--- src/rtl/muldiv_sequencer.sv ---
// HI/LO owner for the MIPS core: sequences a shift-add multiplier and a restoring
// divider (one bit per cycle) and stalls dependent HI/LO traffic while busy.
//
// state | meaning
// IDLE  | waiting for start; mthi/mtlo write HI/LO directly
// CALC  | WIDTH multiply or divide iterations on the working registers
// SIGN  | apply result signs, commit HI/LO, pulse done
module muldiv_sequencer #(
    parameter int WIDTH = 32
) (
    input  logic             clk,
    input  logic             reset,
    input  logic             start,
    input  logic [1:0]       op,
    input  logic [WIDTH-1:0] srca,
    input  logic [WIDTH-1:0] srcb,
    input  logic             mthi,
    input  logic             mtlo,
    input  logic             rdhilo,
    output logic [WIDTH-1:0] hi,
    output logic [WIDTH-1:0] lo,
    output logic             busy,
    output logic             stall,
    output logic             done,
    output logic             divzero
);

    localparam int CNT_W = (WIDTH > 1) ? $clog2(WIDTH) : 1;
    localparam logic [CNT_W-1:0] LAST = CNT_W'(WIDTH - 1);

    typedef enum logic [1:0] {
        IDLE = 2'd0,
        CALC = 2'd1,
        SIGN = 2'd2
    } state_t;

    state_t state, state_n;

    logic [1:0]       op_q;
    logic             neg_a, neg_b;
    logic [WIDTH-1:0] a_raw;
    logic [WIDTH-1:0] opnd;
    logic [2*WIDTH:0] acc;
    logic [CNT_W-1:0] count;

    logic [WIDTH-1:0]   abs_a, abs_b;
    logic [WIDTH:0]     mul_sum;
    logic [2*WIDTH:0]   mul_next;
    logic [2*WIDTH:0]   div_shift;
    logic [WIDTH:0]     div_trial;
    logic [2*WIDTH:0]   div_next;
    logic [2*WIDTH-1:0] prod_s;
    logic [WIDTH-1:0]   quot_s, rem_s;
    logic [WIDTH-1:0]   res_hi, res_lo;
    logic               div_by_zero;

    assign busy  = (state != IDLE);
    assign stall = busy & (start | rdhilo | mthi | mtlo);

    always_ff @(posedge clk or posedge reset) begin
        if (reset) state <= IDLE;
        else       state <= state_n;
    end

    always_comb begin
        state_n = state;
        case (state)
            IDLE:    if (start) state_n = CALC;
            CALC:    if (count == LAST) state_n = SIGN;
            SIGN:    state_n = IDLE;
            default: state_n = IDLE;
        endcase
    end

    // Signed ops work on magnitudes; the signs are reapplied in SIGN.
    always_comb begin
        abs_a = (op[0] && srca[WIDTH-1]) ? -srca : srca;
        abs_b = (op[0] && srcb[WIDTH-1]) ? -srcb : srcb;
    end

    always_comb begin
        mul_sum   = {acc[2*WIDTH], acc[2*WIDTH-1:WIDTH]}
                  + (acc[0] ? {1'b0, opnd} : {(WIDTH+1){1'b0}});
        mul_next  = {1'b0, mul_sum, acc[WIDTH-1:1]};

        div_shift = {acc[2*WIDTH-1:0], 1'b0};
        div_trial = div_shift[2*WIDTH:WIDTH] - {1'b0, opnd};
        if (div_trial[WIDTH])
            div_next = {1'b0, div_shift[2*WIDTH-1:0]};
        else
            div_next = {1'b0, div_trial[WIDTH-1:0], div_shift[WIDTH-1:1], 1'b1};
    end

    always_comb begin
        div_by_zero = (opnd == '0);
        prod_s = (op_q[0] && (neg_a ^ neg_b)) ? -acc[2*WIDTH-1:0] : acc[2*WIDTH-1:0];
        quot_s = (op_q[0] && (neg_a ^ neg_b)) ? -acc[WIDTH-1:0] : acc[WIDTH-1:0];
        rem_s  = (op_q[0] && neg_a) ? -acc[2*WIDTH-1:WIDTH] : acc[2*WIDTH-1:WIDTH];
        res_hi = prod_s[2*WIDTH-1:WIDTH];
        res_lo = prod_s[WIDTH-1:0];
        if (op_q[1]) begin
            if (div_by_zero) begin
                res_hi = a_raw;
                res_lo = '1;
            end else begin
                res_hi = rem_s;
                res_lo = quot_s;
            end
        end
    end

    always_ff @(posedge clk or posedge reset) begin
        if (reset) begin
            hi      <= '0;
            lo      <= '0;
            done    <= 1'b0;
            divzero <= 1'b0;
            op_q    <= '0;
            neg_a   <= 1'b0;
            neg_b   <= 1'b0;
            a_raw   <= '0;
            opnd    <= '0;
            acc     <= '0;
            count   <= '0;
        end else begin
            done <= 1'b0;
            case (state)
                IDLE: begin
                    if (start) begin
                        op_q    <= op;
                        neg_a   <= op[0] & srca[WIDTH-1];
                        neg_b   <= op[0] & srcb[WIDTH-1];
                        a_raw   <= srca;
                        // Multiply: multiplicand = |a|, multiplier in acc low half.
                        // Divide: divisor = |b|, dividend starts as the quotient half.
                        opnd    <= op[1] ? abs_b : abs_a;
                        acc     <= {1'b0, {WIDTH{1'b0}}, (op[1] ? abs_a : abs_b)};
                        count   <= '0;
                        divzero <= 1'b0;
                    end else begin
                        if (mthi) hi <= srca;
                        if (mtlo) lo <= srca;
                    end
                end
                CALC: begin
                    acc   <= op_q[1] ? div_next : mul_next;
                    count <= count + 1'b1;
                end
                SIGN: begin
                    hi   <= res_hi;
                    lo   <= res_lo;
                    done <= 1'b1;
                    if (op_q[1] && div_by_zero) divzero <= 1'b1;
                end
                default: ;
            endcase
        end
    end

endmodule
--- config.mk ---
export PLATFORM = sky130hd
export DESIGN_NAME = muldiv_sequencer
export DESIGN_NICKNAME = d
export VERILOG_FILES = /design/src/rtl/muldiv_sequencer.sv
export SDC_FILE = /design/constraint.sdc
export NUM_CORES = 1
export LEC_CHECK = 0
export BUFFER_PORTS_ARGS = -buffer_cell sky130_fd_sc_hd__buf_2
export CORE_MARGIN = 1
export CORE_UTILIZATION = 53
export DETAILED_ROUTE_END_ITERATION = 10
export PLACE_DENSITY = 0.79
export SYNTH_ARGS = -nofsm -noshare
export SYNTH_HDL_FRONTEND = slang
export SYNTH_SLANG_ARGS = --single-unit
--- constraint.sdc ---
create_clock -name clk -period 13.5 [get_ports clk]
set_clock_uncertainty 0.1 [all_clocks]
set_input_delay 0.675 -clock clk [delete_from_list [all_inputs] [get_ports clk]]
set_output_delay 0.675 -clock clk [all_outputs]
set_load 0.005 [all_outputs]
==> flow_summary.yaml, run 1 <==
status:
  status: "finished with violations"
  violations: "design-rule violations"
setup_path:
  timing.critical_path.slowest_cell_delay_ns: 0.83
  worstSetupEndpointType: "register"
  cpLargestDelayFamily: "compound AO/OA/AOI/OAI gates"
  worstSetupStartpoint: "acc[0]"
  crit_top_cell: "nand3_1"
  crit_fanout: 31
  worstSetupPathType: "register to register"
  critPathLaunchType: "register"
  arrival_ns: 4.85
  cp_num_buf_inv: 1
  r2r_start: "acc[0]"
  crit_required_ns: 13.82
  crit_path_cell_trace: "inv_1, nor2_1, ha_1, nand3_1, or2_2, nand3b_1, a211oi_1, o221ai_1, o211a_1, nor4b_1, o31ai_1, nand3_1, o211ai_2"
  slowest_stage: "inv_1"
cts:
  h-tree-depth: 1
  hold_buffers: 0
  tritoncts: "yes"
  clockRootBuffer: "clkbuf_16"
  numCtsBuffers: 25
  cts.sinks: 205
  clkLatencyLatePin_ns: 0.55
  cts-resized-gates: 0
  cts_setup_buffers: 0
  cts_buffer_depth: 3
  cts.clk_slew.worst_paths_ns: 0.06
die:
  design.core.area_um2: 31640
  die-area_um2: 32880
  dieWidth_um: 181.3
  initial_core_util_pct: 53.87
  dieHeight_um: 181.3
  rows: 65
  pin_count: 140
global_routing:
  grt_pass1_vias: 16347
  overflow: 0
  grt_pass1_wl_um: 94230
  grtUsageTotal_pct: 36.75
  grt_antenna_before_repair: 1
  grt_max_degree: 137
power:
  powerDensity_nw_per_um2: 289.3
  ir_drop_v: 0.0001370
  swShare_pct: 50.24
  pwr-share-comb_pct: 61.6
  p_leak_nw: 8.311
  p_clk_share_pct: 12.8
  power.total_mw: 5.375
  p_int_mw: 2.674
  switching_power_mw: 2.701
  sequentialPowerShare_pct: 25.6
route:
  drtIter0Drc: 1946
  final_antenna_net_count: 0
  wirelength_um: 61050
  via_per_inst: 6.612
  drc: 1
  first_pass_iters: 10
  num_vias: 17495
  wl_per_cell_um: 23.07
timing:
  hold_viol: 0
  rsz0062_at_grt: "false"
  maxSlewViolCount: 0
  setup_viol: 0
  slew_headroom_pct: 18.32
  tightest_slew_ns: 1.224
  min_period_ns: 4.529
  min_period_over_period_pct: 33.55
  tns_ns: 0
  fmax_mhz: 220.8
logic_synthesis:
  synth-xor-area-share_pct: 9.044
  synthSimpleGateAreaFrac_pct: 18.86
  yosysUniqueCellTypes: 92
  synth_seq_cells: 205
  synth-adder-area-share_pct: 5.374
  yosys_warnings: 0
  seq_area_frac_synth_pct: 30.10
  netlist_instances: 2203
  synth-compound-area-share_pct: 26.71
  yosys.area.top_type: "dfrtp_1"
  synth_edf_count: 0
  synth_fp_nets: 2347
  synthFlopType: "dfrtp_1"
  synth_top_area_share_pct: 30.10
  synth_area_um2: 17040
  synth.avg_cell_area_um2: 7.737
  ys_top_cells_by_area: "dfrtp_1 (30%), nand2_1 (7.0%), o21ai_0 (6.1%), ha_1 (5.1%), a21oi_1 (5.0%)"
  synth_top_family_by_area: "compound AO/OA/AOI/OAI gates"
  muxShareOfSynthArea_pct: 4.449
  async_reset_ff_share_pct: 100.0
final_layout:
  antenna_cells: 0
  final_cell_count_no_fill: 2646
  mostFrequentLayoutCell: "nand2_1"
  area_growth_pct: 9.008
  nFillCells: 2882
  drive_gt1_share_pct: 10.87
  layout_common_cells: "nand2_1 (315), o21ai_0 (207), dfrtp_1 (204)"
  nets: 2370
job:
  maxCapViolCount: 0
placement:
  post-place-cells: 2601
  dp_hpwl_um: 44620
  routabilityCongestion: 1.007
  portBuffers: 139
min_path:
  hold_path.class: "input port to asynchronous set/reset pin"
state kept, by name, indices dropped and copies added, names as in the netlist:
| signal | flops |
|---|---|
| hi | 32 |
| op_q | 2 |
| divzero | 1 |
| neg_a | 1 |
| state | 2 |
| acc | 64 |
| opnd | 32 |
| lo | 32 |
| count | 5 |
| neg_b | 1 |
| done | 1 |
| a_raw | 32 |
stage by stage:
| stage | setup WS, ns | area (um^2) | util [%] | hold slack (ns) |
|---|---|---|---|---|
| floorplan | 7.129 | 17040 | - | 0.3404 |
| global placement | 9.238 | 17750 | 56.12 | 0.3556 |
| detailed placement | 9.122 | 17750 | 56.12 | 0.3605 |
| CTS | 9.105 | 18580 | 58.73 | 0.3020 |
| global route | 8.668 | 18580 | 58.73 | 0.3379 |
| finish | 8.971 | 18580 | 58.73 | 0.2305 |
cells by family (layout without fill, tap and decap cells):
group / after synthesis / after routing
AO/OA/AOI/OAI: 734 / 734
AND/OR/NAND/NOR: 712 / 712
buffers and inverters: 229 / 270
flip-flops: 205 / 205
XOR/XNOR: 176 / 176
multiplexers: 75 / 75
adder cells (fa/ha/maj): 72 / 72
area by class of cell:
cell class	count	area (um^2)	share of cell area [%]
multi-input combinational	1769	11020	59.33
sequential	205	5134	27.63
timing repair buffer	157	830.8	4.472
clock buffer	30	674.4	3.630
tap	402	503.0	2.707
inverter	68	262.8	1.414
clock inverter	15	151.4	0.8149
power by group through the flow:
stage | clock network (mW) | registers, mW | logic [mW]
after CTS | 0.689 | 1.35 | 3.25
after detailed placement | 0 | 1.36 | 3.23
after global placement | 0 | 1.34 | 3.16
after global routing | 0.711 | 1.40 | 3.64
after floorplan | 0 | 1.13 | 2.58
final | 0.687 | 1.37 | 3.31
Yosys cell counts (all sizes together), types with 30 or more instances:
cell type,n
o22ai,43
a21o,37
a211oi,49
o211ai,44
xnor2,82
buf,35
inv,67
clkbuf,126
nor4,30
dfrtp,205
nor3,32
nor2,191
ha,70
mux2i,72
o21ai,239
nand2,318
a21oi,172
xor2,94
metal layers:
metal | part of all wire [%] | global-route usage, % | up-vias
li1 | - | - | 7960
met1 | 40 | 48.84 | 8265
met2 | 43 | 55.68 | 1039
met3 | 11 | 8.990 | 229
met4 | 5.5 | 18.24 | 2
met5 | 0.021 | 0 | -
worst paths after layout:
kind	to	slack (ns)	cells after the start
worst max-delay path	acc[62]	8.97	13
worst min-delay path	a_raw[10]	0.23	2
worst max register to register	acc[62]	8.97	13
worst min register to register	hi[27]	0.37	1
max in group asynchronous	op_q[1]	11.42	3
min in group clk	a_raw[15]	0.35	3
(Power assumes the default switching activity.)
==> inputs of run 2 (changes only) <==
--- a/config.mk
+++ b/config.mk
@@ -5,11 +5,12 @@
 export SDC_FILE = /design/constraint.sdc
 export NUM_CORES = 1
 export LEC_CHECK = 0
+export ABC_AREA = 1
 export BUFFER_PORTS_ARGS = -buffer_cell sky130_fd_sc_hd__buf_2
 export CORE_MARGIN = 1
 export CORE_UTILIZATION = 53
 export DETAILED_ROUTE_END_ITERATION = 10
-export PLACE_DENSITY = 0.79
+export PLACE_DENSITY = 0.78
 export SYNTH_ARGS = -nofsm -noshare
 export SYNTH_HDL_FRONTEND = slang
 export SYNTH_SLANG_ARGS = --single-unit
==> constraint.sdc (replaced) <==
create_clock -name clk -period 4.5 [get_ports clk]
set_clock_uncertainty 0.1 [all_clocks]
set_input_delay 0.225 -clock clk [delete_from_list [all_inputs] [get_ports clk]]
set_output_delay 0.225 -clock clk [all_outputs]
set_load 0.005 [all_outputs]
==> flow_summary.yaml, run 2 <==
status:
  status: "completed"
logic_synthesis:
  synth_area_um2: 20090
  synth_edf_count: 0
  yosys_warnings: 0
  synth_seq_cells: 205
  synth_top_area_share_pct: 25.53
  ys_top_cells_by_area: "dfrtp_1 (26%), nand2_1 (21%), nor2_1 (8.5%), nand3_1 (8.1%), inv_1 (7.8%)"
  synth_fp_nets: 3586
  yosysUniqueCellTypes: 54
  synth.avg_cell_area_um2: 5.837
  synth_commonest_cells: "nand2_1 (1119), nor2_1 (454), inv_1 (420), nand3_1 (327), dfrtp_1 (205)"
  yosys.area.top_type: "dfrtp_1"
  synthFlopType: "dfrtp_1"
  synth.most_common_cell: "nand2_1"
  async_reset_ff_share_pct: 100.0
  netlist_instances: 3442
  seq_area_frac_synth_pct: 25.53
route:
  drtIter0Drc: 3167
  first_pass_iters: 8
  final_antenna_net_count: 0
  wirelength_um: 81820
  via_per_inst: 5.798
  num_vias: 23535
  drc: 0
  wl_per_cell_um: 20.16
timing:
  setup_viol: 0
  tightest_slew_ns: 1.294
  fmax_mhz: 276.3
  rsz0062_at_grt: "false"
  min_period_ns: 3.620
  min_period_over_period_pct: 80.44
  timing.final.ws_setup_ns: 0.8804
  maxSlewViolCount: 0
  slew_headroom_pct: 13.71
  tns_ns: 0
  whs_ns: 0.004419
  hold_viol: 0
cts:
  cts.clk_slew.worst_paths_ns: 0.06
  cts_buffer_depth: 3
  h-tree-depth: 1
  clockRootBuffer: "clkbuf_16"
  numCtsBuffers: 25
  cts.sinks: 205
  tritoncts: "yes"
  cts-resized-gates: 0
  clkLatencyLatePin_ns: 0.58
setup_path:
  slowest_stage: "dfrtp_1"
  cp_num_buf_inv: 3
  crit_required_ns: 4.86
  worstSetupEndpointType: "register"
  crit_cells: 17
  cpLargestDelayFamily: "flip-flops"
  reg2reg_depth: 17
  worstSetupPathType: "register to register"
  crit_fanout: 33
  timing.critical_path.slowest_cell_delay_ns: 1.20
  critPathLaunchType: "register"
  arrival_ns: 3.98
  crit_top_cell: "nand2_1"
  crit_path_cell_trace: "nand2_1, inv_1, ha_1, inv_1, fa_1, o21ai_1, nand2_1, nand2_1, nand2_1, nand2_1, nand2_1, nand3_1, nand3_1, nand2_1, inv_1, nand2_1, nand2_1"
die:
  pin_count: 140
  die-area_um2: 38690
  initial_core_util_pct: 54.36
  design.core.area_um2: 36960
  rows: 70
  dieWidth_um: 196.7
  dieHeight_um: 196.7
placement:
  dp_slack_ns: 0.9705
  portBuffers: 139
  dp_hpwl_um: 63580
  routabilityCongestion: 1.060
global_routing:
  grt_pass1_wl_um: 124700
  grt_antenna_before_repair: 4
  grt_max_degree: 125
  grt_busiest_layer: "met2"
  grt_pass1_vias: 21149
  grtUsageTotal_pct: 42.39
  use_met1_pct: 56.53
  overflow: 0
  use_met3_pct: 9.531
  use_met2_pct: 62.94
power:
  p_leak_nw: 11.54
  powerDensity_nw_per_um2: 859.3
  ir_drop_v: 0.0005465
min_path:
  holdPathStages: 5
  hold_path.class: "input port to register"
job:
  maxCapViolCount: 0
final_layout:
  largest_register_ff_count: 64
  mostFrequentLayoutCell: "nand2_1"
  nFillCells: 3799
  area_growth_pct: 10.83
  nets: 3680
  drive_gt1_share_pct: 7.681
  max_flop_register: "acc"
  layout_common_cells: "nand2_1 (1119), nor2_1 (452), inv_1 (418)"
-- run 2: cell types whose count changed in the layout (fill, tap and decap cells not counted), moves of 25 or more --
| cell | delta |
|---|---|
| nand4_1 | +27 |
| a21o_1 | -36 |
| nor4_1 | -25 |
| inv_1 | +353 |
| nor2_1 | +263 |
| nand2_1 | +804 |
| xnor2_1 | -73 |
| a211oi_1 | -47 |
| nand3_1 | +303 |
| mux2i_1 | -72 |
| dlygate4sd3_1 | +31 |
| xor2_1 | -39 |
| o22ai_1 | -39 |
-- run 2: power breakdown --
part / internal, mW / switching [mW]
sequential: 2.82 / 1.48
clock: 1.30 / 0.900
combinational: 4.22 / 8.42
-- run 2: per-stage QoR --
step                      util (%)  cells  area (um^2)  total power, mW
after floorplan                  -   3442        20090            12.66
after global placement       57.05   3982        21090            16.35
after detailed placement     57.05   3982        21090            16.42
after CTS                    60.24   4058        22260            18.74
after global routing         60.24   4058        22260            20.70
final                        60.24   4059        22270            19.13
-- run 2: tightest hold or removal path: cells and delay by family --
kind,cells,cell delay [ns]
simple gates,2,0.11
buf+inv,1,0.10
compound gates,2,0.18
-- run 2: layout make-up --
type	instances	area (um^2)	area share, %
Antenna cell	1	2.502	0.01124
Sequential cell	205	5131	23.04
Inverter	437	1645	7.389
Clock inverter	9	141.4	0.6350
Clock buffer	36	726.9	3.265
Tap cell	504	630.6	2.832
Timing Repair Buffer	193	1216	5.462
Multi-Input combinational cell	2674	12770	57.36
-- run 2: what timing repair did --
item	4_1_cts	5_1_grt
hold endpoints to repair	231	0
buffers inserted	0	0
hold buffers	31	0
-- run 2: cell families (layout without fill, tap and decap cells) --
kind of cell | count (synthesis) | count (layout) | share of synthesized area, %
AOI/OAI and AO/OA | 505 | 505 | 14.10
xor gates and xnor gates | 64 | 64 | 2.790
adders and majority gates | 72 | 72 | 4.559
buffers and inverters | 563 | 675 | 11.03
DFF | 205 | 205 | 25.53
other | 0 | 1 | 0
and+or+nand+nor | 2033 | 2033 | 41.99
-- run 2: worst paths after layout --
kind                            startpoint   endpoint  slack, ns
worst max-delay path                acc[0]    acc[61]       0.88
worst min-delay path              srcb[26]   opnd[26]      0.004
worst max register to register      acc[0]    acc[61]       0.88
worst min register to register   a_raw[20]  a_raw[20]       0.38
max in group asynchronous            reset    op_q[1]       2.76
min in group asynchronous            reset     hi[27]       0.58
-- run 2: layer usage --
metal | part of all wire, % | up-vias
li1 | - | 11196
met1 | 40 | 10677
met2 | 41 | 1389
met3 | 12 | 257
met4 | 7.1 | 16
met5 | 0.13 | -
